### src/rtl/load_store_unit.sv
`default_nettype none
//============================================================================
// Module   : load_store_unit
// Summary  : Memory stage - sized loads/stores, sub-word RMW, misalign/timeout
// Revision : 1.0
//============================================================================
module load_store_unit #(
  parameter int TIMEOUT = 8
) (
  input  logic        clk,
  input  logic        reset,
  input  logic        req_valid,
  output logic        req_ready,
  input  logic [1:0]  req_op,
  input  logic [1:0]  req_size,
  input  logic [31:0] req_addr,
  input  logic [31:0] req_wdata,
  input  logic [4:0]  req_rd,
  output logic        resp_valid,
  input  logic        resp_ready,
  output logic [31:0] resp_data,
  output logic [4:0]  resp_rd,
  output logic        resp_err,
  output logic [1:0]  mem_op,
  output logic [31:0] mem_addr,
  output logic [31:0] mem_wdata,
  input  logic [31:0] mem_rdata,
  input  logic        mem_rvalid
);

  localparam logic [1:0] MEM_DISABLE   = 2'b00;
  localparam logic [1:0] MEM_READ_SEXT = 2'b01;
  localparam logic [1:0] MEM_READ_ZEXT = 2'b10;
  localparam logic [1:0] MEM_WRITE     = 2'b11;

  localparam logic [2:0] c_IDLE     = 3'd0;
  localparam logic [2:0] c_RD_WAIT  = 3'd1;
  localparam logic [2:0] c_RMW_WAIT = 3'd2;
  localparam logic [2:0] c_WRITE    = 3'd3;
  localparam logic [2:0] c_RESP     = 3'd4;

  localparam int CNT_W = $clog2(TIMEOUT + 1);

  logic [2:0]       r_state;
  logic [1:0]       r_op;
  logic [1:0]       r_size;
  logic [1:0]       r_byteOff;
  logic [15:0]      r_storeData;
  logic [CNT_W-1:0] r_count;
  logic [31:0]      r_respData;
  logic [4:0]       r_respRd;
  logic             r_respErr;
  logic [1:0]       r_memOp;
  logic [31:0]      r_memAddr;
  logic [31:0]      r_memWdata;

  logic        w_accept;
  logic        w_badReq;
  logic        w_expired;
  logic [7:0]  w_byte;
  logic [15:0] w_half;
  logic [31:0] w_loadData;
  logic [31:0] w_mergeData;

  assign req_ready  = (r_state == c_IDLE);
  assign resp_valid = (r_state == c_RESP);
  assign resp_data  = r_respData;
  assign resp_rd    = r_respRd;
  assign resp_err   = r_respErr;
  assign mem_op     = r_memOp;
  assign mem_addr   = r_memAddr;
  assign mem_wdata  = r_memWdata;

  assign w_accept  = req_valid & req_ready;
  assign w_badReq  = (req_size == 2'b11)
                   | ((req_size == 2'b01) & req_addr[0])
                   | ((req_size == 2'b10) & (req_addr[1:0] != 2'b00));
  assign w_expired = (r_count == CNT_W'(TIMEOUT - 1));

  // Lane selection and extension of the returned word for loads
  always_comb begin
    w_byte = mem_rdata[7:0];
    case (r_byteOff)
      2'd1:    w_byte = mem_rdata[15:8];
      2'd2:    w_byte = mem_rdata[23:16];
      2'd3:    w_byte = mem_rdata[31:24];
      default: w_byte = mem_rdata[7:0];
    endcase
    w_half = r_byteOff[1] ? mem_rdata[31:16] : mem_rdata[15:0];
    case (r_size)
      2'b00:   w_loadData = (r_op == MEM_READ_SEXT) ? {{24{w_byte[7]}}, w_byte}
                                                    : {24'h0, w_byte};
      2'b01:   w_loadData = (r_op == MEM_READ_SEXT) ? {{16{w_half[15]}}, w_half}
                                                    : {16'h0, w_half};
      default: w_loadData = mem_rdata;
    endcase
  end

  // Sub-word store: replace only the addressed lane of the fetched word
  always_comb begin
    w_mergeData = mem_rdata;
    if (r_size == 2'b00) begin
      case (r_byteOff)
        2'd1:    w_mergeData[15:8]  = r_storeData[7:0];
        2'd2:    w_mergeData[23:16] = r_storeData[7:0];
        2'd3:    w_mergeData[31:24] = r_storeData[7:0];
        default: w_mergeData[7:0]   = r_storeData[7:0];
      endcase
    end else if (r_byteOff[1]) begin
      w_mergeData[31:16] = r_storeData;
    end else begin
      w_mergeData[15:0] = r_storeData;
    end
  end

  always_ff @(posedge clk) begin
    if (reset) begin
      r_state     <= c_IDLE;
      r_op        <= MEM_DISABLE;
      r_size      <= 2'b00;
      r_byteOff   <= 2'b00;
      r_storeData <= 16'h0;
      r_count     <= '0;
      r_respData  <= 32'h0;
      r_respRd    <= 5'h0;
      r_respErr   <= 1'b0;
      r_memOp     <= MEM_DISABLE;
      r_memAddr   <= 32'h0;
      r_memWdata  <= 32'h0;
    end else begin
      case (r_state)
        c_IDLE: begin
          if (w_accept) begin
            r_op        <= req_op;
            r_size      <= req_size;
            r_byteOff   <= req_addr[1:0];
            r_storeData <= req_wdata[15:0];
            r_count     <= '0;
            r_respData  <= 32'h0;
            r_respRd    <= req_rd;
            r_respErr   <= 1'b0;
            r_memAddr   <= {req_addr[31:2], 2'b00};
            if (w_badReq) begin
              r_respErr <= 1'b1;
              r_state   <= c_RESP;
            end else if (req_op == MEM_DISABLE) begin
              r_state <= c_RESP;
            end else if (req_op != MEM_WRITE) begin
              r_memOp <= MEM_READ_SEXT;
              r_state <= c_RD_WAIT;
            end else if (req_size == 2'b10) begin
              r_memWdata <= req_wdata;
              r_memOp    <= MEM_WRITE;
              r_state    <= c_WRITE;
            end else begin
              r_memOp <= MEM_READ_SEXT;
              r_state <= c_RMW_WAIT;
            end
          end
        end
        c_RD_WAIT: begin
          r_memOp <= MEM_DISABLE;
          if (mem_rvalid) begin
            r_respData <= w_loadData;
            r_state    <= c_RESP;
          end else if (w_expired) begin
            r_respErr <= 1'b1;
            r_state   <= c_RESP;
          end else begin
            r_count <= r_count + CNT_W'(1);
          end
        end
        c_RMW_WAIT: begin
          r_memOp <= MEM_DISABLE;
          if (mem_rvalid) begin
            r_memWdata <= w_mergeData;
            r_memOp    <= MEM_WRITE;
            r_state    <= c_WRITE;
          end else if (w_expired) begin
            r_respErr <= 1'b1;
            r_state   <= c_RESP;
          end else begin
            r_count <= r_count + CNT_W'(1);
          end
        end
        c_WRITE: begin
          r_memOp <= MEM_DISABLE;
          r_state <= c_RESP;
        end
        c_RESP: begin
          if (resp_ready) begin
            r_state <= c_IDLE;
          end
        end
        default: begin
          r_memOp <= MEM_DISABLE;
          r_state <= c_IDLE;
        end
      endcase
    end
  end

endmodule
`default_nettype wire
### config.mk
export PLATFORM = sky130hd
export DESIGN_NAME = load_store_unit
export DESIGN_NICKNAME = d
export VERILOG_FILES = /design/src/rtl/load_store_unit.sv
export SDC_FILE = /design/constraint.sdc
export NUM_CORES = 1
export LEC_CHECK = 0
export ABC_AREA = 1
export CAP_MARGIN = 20
export CELL_PAD_IN_SITES_DETAIL_PLACEMENT = 2
export CELL_PAD_IN_SITES_GLOBAL_PLACEMENT = 2
export CORE_ASPECT_RATIO = 0.7
export CORE_MARGIN = 4
export CORE_UTILIZATION = 23
export CTS_BUF_LIST = sky130_fd_sc_hd__clkbuf_8
export DETAILED_ROUTE_END_ITERATION = 6
export PLACE_DENSITY = 0.77
export SLEW_MARGIN = 5
export SYNTH_ARGS = -nofsm -noshare
export SYNTH_HDL_FRONTEND = slang
export SYNTH_SLANG_ARGS = --single-unit
### constraint.sdc
create_clock -name clk -period 1.75 [get_ports clk]
set_clock_uncertainty 0.2 [all_clocks]
set_input_delay 0.35 -clock clk [delete_from_list [all_inputs] [get_ports clk]]
set_output_delay 0.35 -clock clk [all_outputs]
set_load 0.05 [all_outputs]
* After elaboration in Yosys (flattened, before gate mapping)
Index checks and enable logic that the tools add are counted. W data, S select, Z words.
Operators by class: order comparisons 0, $mul 0, add/subtract/negate cells 1, muxes and demuxes 48, reduce and logical (&&, ||, !) cells 16, shift operators 0, bitwise logic cells 6, divide/modulo/power cells 0, eq/ne operators 25
Operators with widths (number):
- $mux W32 | 11
- $pmux W32 S2 | 3
- $mux W16 | 3
- $mux W8 | 4
- $pmux W8 S3 | 1
- $mux W3 | 7
- $ne A2 B2 Y1 const B | 8
- $pmux W3 S5 | 1
- $mux W2 | 7
- $mux W4 | 3
- $reduce_and A4 Y1 | 3
- $eq A2 B1 Y1 const B | 4
- $eq A2 B2 Y1 const B | 4
- $ne A2 B1 Y1 const B | 4
- $pmux W4 S2 | 1
- $reduce_bool A2 Y1 | 4
- $reduce_and A7 Y1 | 1
- $eq A3 B2 Y1 const B | 2
- $pmux W2 S3 | 1
- $mux W1 | 5
- $add A4 B1 Y4 const B | 1
- $eq A4 B3 Y1 const B | 1
- $logic_not A2 Y1 | 2
- $reduce_and A2 Y1 | 2
- 10 further kinds | 13
Storage, ports and cells: bits in latches 0, output and inout port bits 106, bits in writable memories 0, memory bits (read-only) 0, input port bits 110, bits in registers 131, memories 0

* Longest topological paths before layout
word-level depth 7, gate-level depth with buffers 12

* Worst setup path after synthesis
No wires, ideal clock.
path kind reg-to-reg, start point reg r_state[2], end point reg r_state[0], path buffers 0, slack -0.483 ns, library setup time 0.124 ns, data arrival time 1.909 ns, stages on the path, launching flop included 6, clock period less this slack 2.233 ns, path through dfxtp_1 inv_1 nor3_1 nand2_1 nand3_1 a31oi_1
RTL lines:
- from (decl) | line 44 | logic [2:0] r_state;
- from (signal assigned) | line 118 | r_state <= c_IDLE;
- from (signal assigned) | line 145 | r_state <= c_RESP;
- from (signal assigned) | line 147 | r_state <= c_RESP;
- $eq A3 B3 Y1 *
- named net resp_valid | line 19 | output logic resp_valid,
- $ne A2 B1 Y1 (no line)
- $reduce_and A2 Y1 (no line)
Mark *: on every way through the listed nets, which the timed path passes. The rest lies on a longest branch. A chain may end at the register's enable or synchronous reset.

* Final worst setup path
start point in req_size[1], end point reg r_memWdata[24], in the netlist mem_wdata[24]
Between the ends: longest elaborated chain between the ends 6
RTL lines:
- from (decl) | line 15 | input logic [1:0] req_size,
- $eq A2 B1 Y1 | line 76 | | ((req_size == 2'b01) & req_addr[0])
- $and A1 B1 Y1 | line 76
- $or A1 B1 Y1 | line 76
- $or A1 B1 Y1 | line 77 | | ((req_size == 2'b10) & (req_addr[1:0] != 2'b00));
- $ne A2 B2 Y1 (no line)
- $reduce_and A7 Y1 (no line) *
- to (signal assigned) | line 152 | r_memWdata <= req_wdata;
- to (signal assigned) | line 176 | r_memWdata <= w_mergeData;
- to (decl) | line 55 | logic [31:0] r_memWdata;
Mark *: on every way between the ends. The rest lies on a longest branch, timed or not.

==> summary.txt <==
Status
  – Run status: complete, but fails checks
  – Failing checks: setup timing

CTS
  – Root Buffer: clkbuf_8
  – CTS clock-pin slew for the worst setup and hold paths: 0.10 ns
  – CTS Buf Count: 17
  – Skew-Pair Late Insertion Delay: ~0.52 ns
  – Post-CTS Hold Fix Bufs: 0
  – Longest Clk Path Bufs: 2
  – Clock sink count: 131
  – CTS tree: yes
  – H-tree Lvls: 4

Critical path
  – Critical path startpoint category: input port
  – CP Capture Type: flip-flop
  – WS Path Type: in2reg
  – Crit path DAT: 2.48 ns
  – WP data required: 1.99 ns
  – Worst Path Max Fanout: 8

Detailed routing
  – Via/cell ratio: slightly above 5
  – Routed vias: 9641
  – DR pass1 iterations: 4
  – DRC Markers: 0
  – Final ANT Viol Nets: 0
  – Detailed Route WL: 50900 um
  – WL per Instance: around 27 um
  – Drt initial violations: 674

Placed design
  – Area after DPL: 11500 um^2
  – Hpwl dp: 27800 um
  – Routability congestion estimate: 0.863
  – Port Buf Inserts: 213

Power and ir drop
  – Power Dens Cells: between 700 and 800 nW/um^2
  – Max VDD drop: 624 uV
  – Leakage: roughly 5.7 nW

Floorplanning
  – I/O Pins: about 220
  – Std cell rows: 53
  – Core ar.: between 30000 and 40000 um^2
  – Die area: ~34000 um^2
  – Initial Util: a little under a quarter
  – Die height: 156 um
  – Chip width: 219 um

Final layout
  – Design Area, Final: about 14000 um^2
  – Fin nets: roughly 1.5k
  – Fraction of layout instances using a drive strength above 1: 38.8%
  – Synthesis-to-finish area growth: 92.9%
  – Final core utilization: a little under half
  – N_diodes: 0
  – Layout fillers: 3293

Timing
  – F_max: 447 MHz
  – Setup_tns: -28.85 ns
  – Slew HR: 61.8%
  – Final Cycle Share: 128%
  – Worst Tran Pin Value: 0.574 ns
  – Worst hold-check slack: approximately 0.2 ns
  – Final worst path period need: ~2.2 ns
  – Final setup violating endpoints: 133
  – Final worst slack: -0.488 ns
  – Final Hold Viols: 0
  – RSZ-0062 raised after global routing: yes
  – Final slew viol count: 0

Global routing
  – Largest net degree at the start of global routing: roughly 110
  – First-pass GRT wire length: 62800 um
  – GR Overflow Total: 0
  – Initial antenna violation count: 3
  – Met1 Use GR: a little under a third
  – Layer with the highest usage: met2
  – Vias in the first global route: 10.2k
  – Met3 usage: 7.28%
  – GRT met2 Usage: 41.6%
  – All-layer global routing usage: 24.3%

Synthesis
  – Post-Syn Area per Cell: 6.52 um^2
  – Sequential cell area fraction in the yosys report: 36.6%
  – Top cell type's share of synthesized area: a little over a third
  – Synth Cell Area: around 7200 um^2
  – Yosys Warn Count: 0
  – Largest area contributor in the netlist: dfxtp_1
  – Leading post-synthesis cells by cell area: dfxtp_1 (37%), nand2_1 (18%), a21oi_1 (9.7%)
  – Distinct cells, synth: 34
  – Cell count after synthesis: 1099
  – #FFs+latches synth: about 130

Run
  – Max cap viols: 0

Hold path
  – Worst hold path type: in2reg
[through the flow]
stage	total power, mW	std cells	setup WS [ns]
CTS	9.85	1838	-0.367
finish	10.9	1858	-0.488
detailed placement	6.89	1769	-0.649
global route	11.2	1858	-0.530
global placement	6.77	1769	-0.513
floorplan	5.11	1100	0.00849
[state kept, by name (all words and copies together), names as in the netlist]
| signal | cells |
|---|---|
| mem_op | 2 |
| r_count | 4 |
| mem_wdata | 32 |
| r_storeData | 16 |
| resp_data | 32 |
| r_state | 3 |
| resp_rd | 5 |
| r_op | 2 |
| mem_addr | 30 |
| resp_err | 1 |
| r_byteOff | 2 |
| r_size | 2 |
[worst paths after layout]
path / cells after the start / slack, ns / startpoint / endpoint
setup reg to reg: 12 / -0.45 / r_state[0] / mem_wdata[24]
hold / removal: 4 / 0.20 / reset / r_op[0]
setup / recovery: 12 / -0.49 / req_size[1] / mem_wdata[24]
hold reg to reg: 2 / 0.29 / r_storeData[14] / r_storeData[14]
[cell usage after synthesis (all sizes together)]
cell type  instances
nand2            342
a21oi            140
dfxtp            131
inv              109
nand3             98
o21ai             71
nor2              53
o211ai            42
buf               41
clkbuf            36
or2               20
nor3               4
o22ai              3
nand4              2
a31oi              1
a32oi              1
conb               1
ha                 1
nand3b             1
o2111ai            1
o21bai             1
[cell usage in the layout (no fill, tap or decap), types with 4 or more instances in the layout]
cell             count
nand2_1            218
buf_12             127
dfxtp_1            122
a21oi_1            114
buf_4              113
clkdlybuf4s50_1    108
inv_1               98
nand2_2             94
nand3_1             87
o211ai_1            42
nor2_1              41
o21ai_0             37
nand2_4             24
a21oi_2             23
o21ai_2             19
clkbuf_8            18
buf_6               18
or2_2               17
o21ai_4             10
nand3_4              7
nand2_8              7
buf_16               7
clkbuf_16            7
nor2_2               6
clkinv_2             6
buf_8                6
inv_4                5
clkinvlp_4           5
nand3_2              5
o21ai_1              5
dfxtp_2              5
nor2_4               4
dfxtp_4              4
[critical path, cell delays in order]
cell	delay, ns
clkdlybuf4s50_1	0.55
buf_4	0.18
inv_1	0.07
nor2_2	0.22
nand2_2	0.13
nand2_4	0.09
buf_6	0.10
nand3_4	0.21
buf_16	0.26
nand2_2	0.06
nand2_1	0.06
nor2_1	0.17
[kinds of logic after synthesis]
kind of cell	share of synthesized area [%]
AO/OA/AOI/OAI	19.9
adder cells (fa/ha/maj)	0.175
buffers and inverters	11.8
flip-flops	36.6
other	0.0524
AND/OR/NAND/NOR	31.4
[metal layers]
| metal | part of all wire (%) | vias to the layer above |
|---|---|---|
| met5 | 0.090 | - |
| met4 | 3.3 | 6 |
| met3 | 6.2 | 106 |
| met2 | 49 | 334 |
| met1 | 41 | 4946 |
| li1 | - | 4249 |
[report_power, final]
group | leakage [nW] | total (mW) | switching [mW] | internal [mW]
sequential | 1.07 | 3.44 | 0.274 | 3.17
combinational | 4.40 | 4.71 | 2.67 | 2.04
clock | 0.186 | 2.71 | 1.56 | 1.15
[area by class of cell]
cell class | instances | area, um^2 | share of cell area [%]
tap | 412 | 515 | 3.73
multi-input combinational | 785 | 4650 | 33.7
sequential | 131 | 2640 | 19.1
timing repair buffer | 389 | 5200 | 37.6
clock inverter | 14 | 113 | 0.815
inverter | 109 | 442 | 3.20
clock buffer | 18 | 248 | 1.79
[repair_timing]
item,CTS,global route
pin swaps,25,30
gates resized for setup,134,224
gates cloned,12,12
setup buffers,25,16
setup endpoints to repair,102,125
No activity file was read; power rests on OpenSTA's default activity.
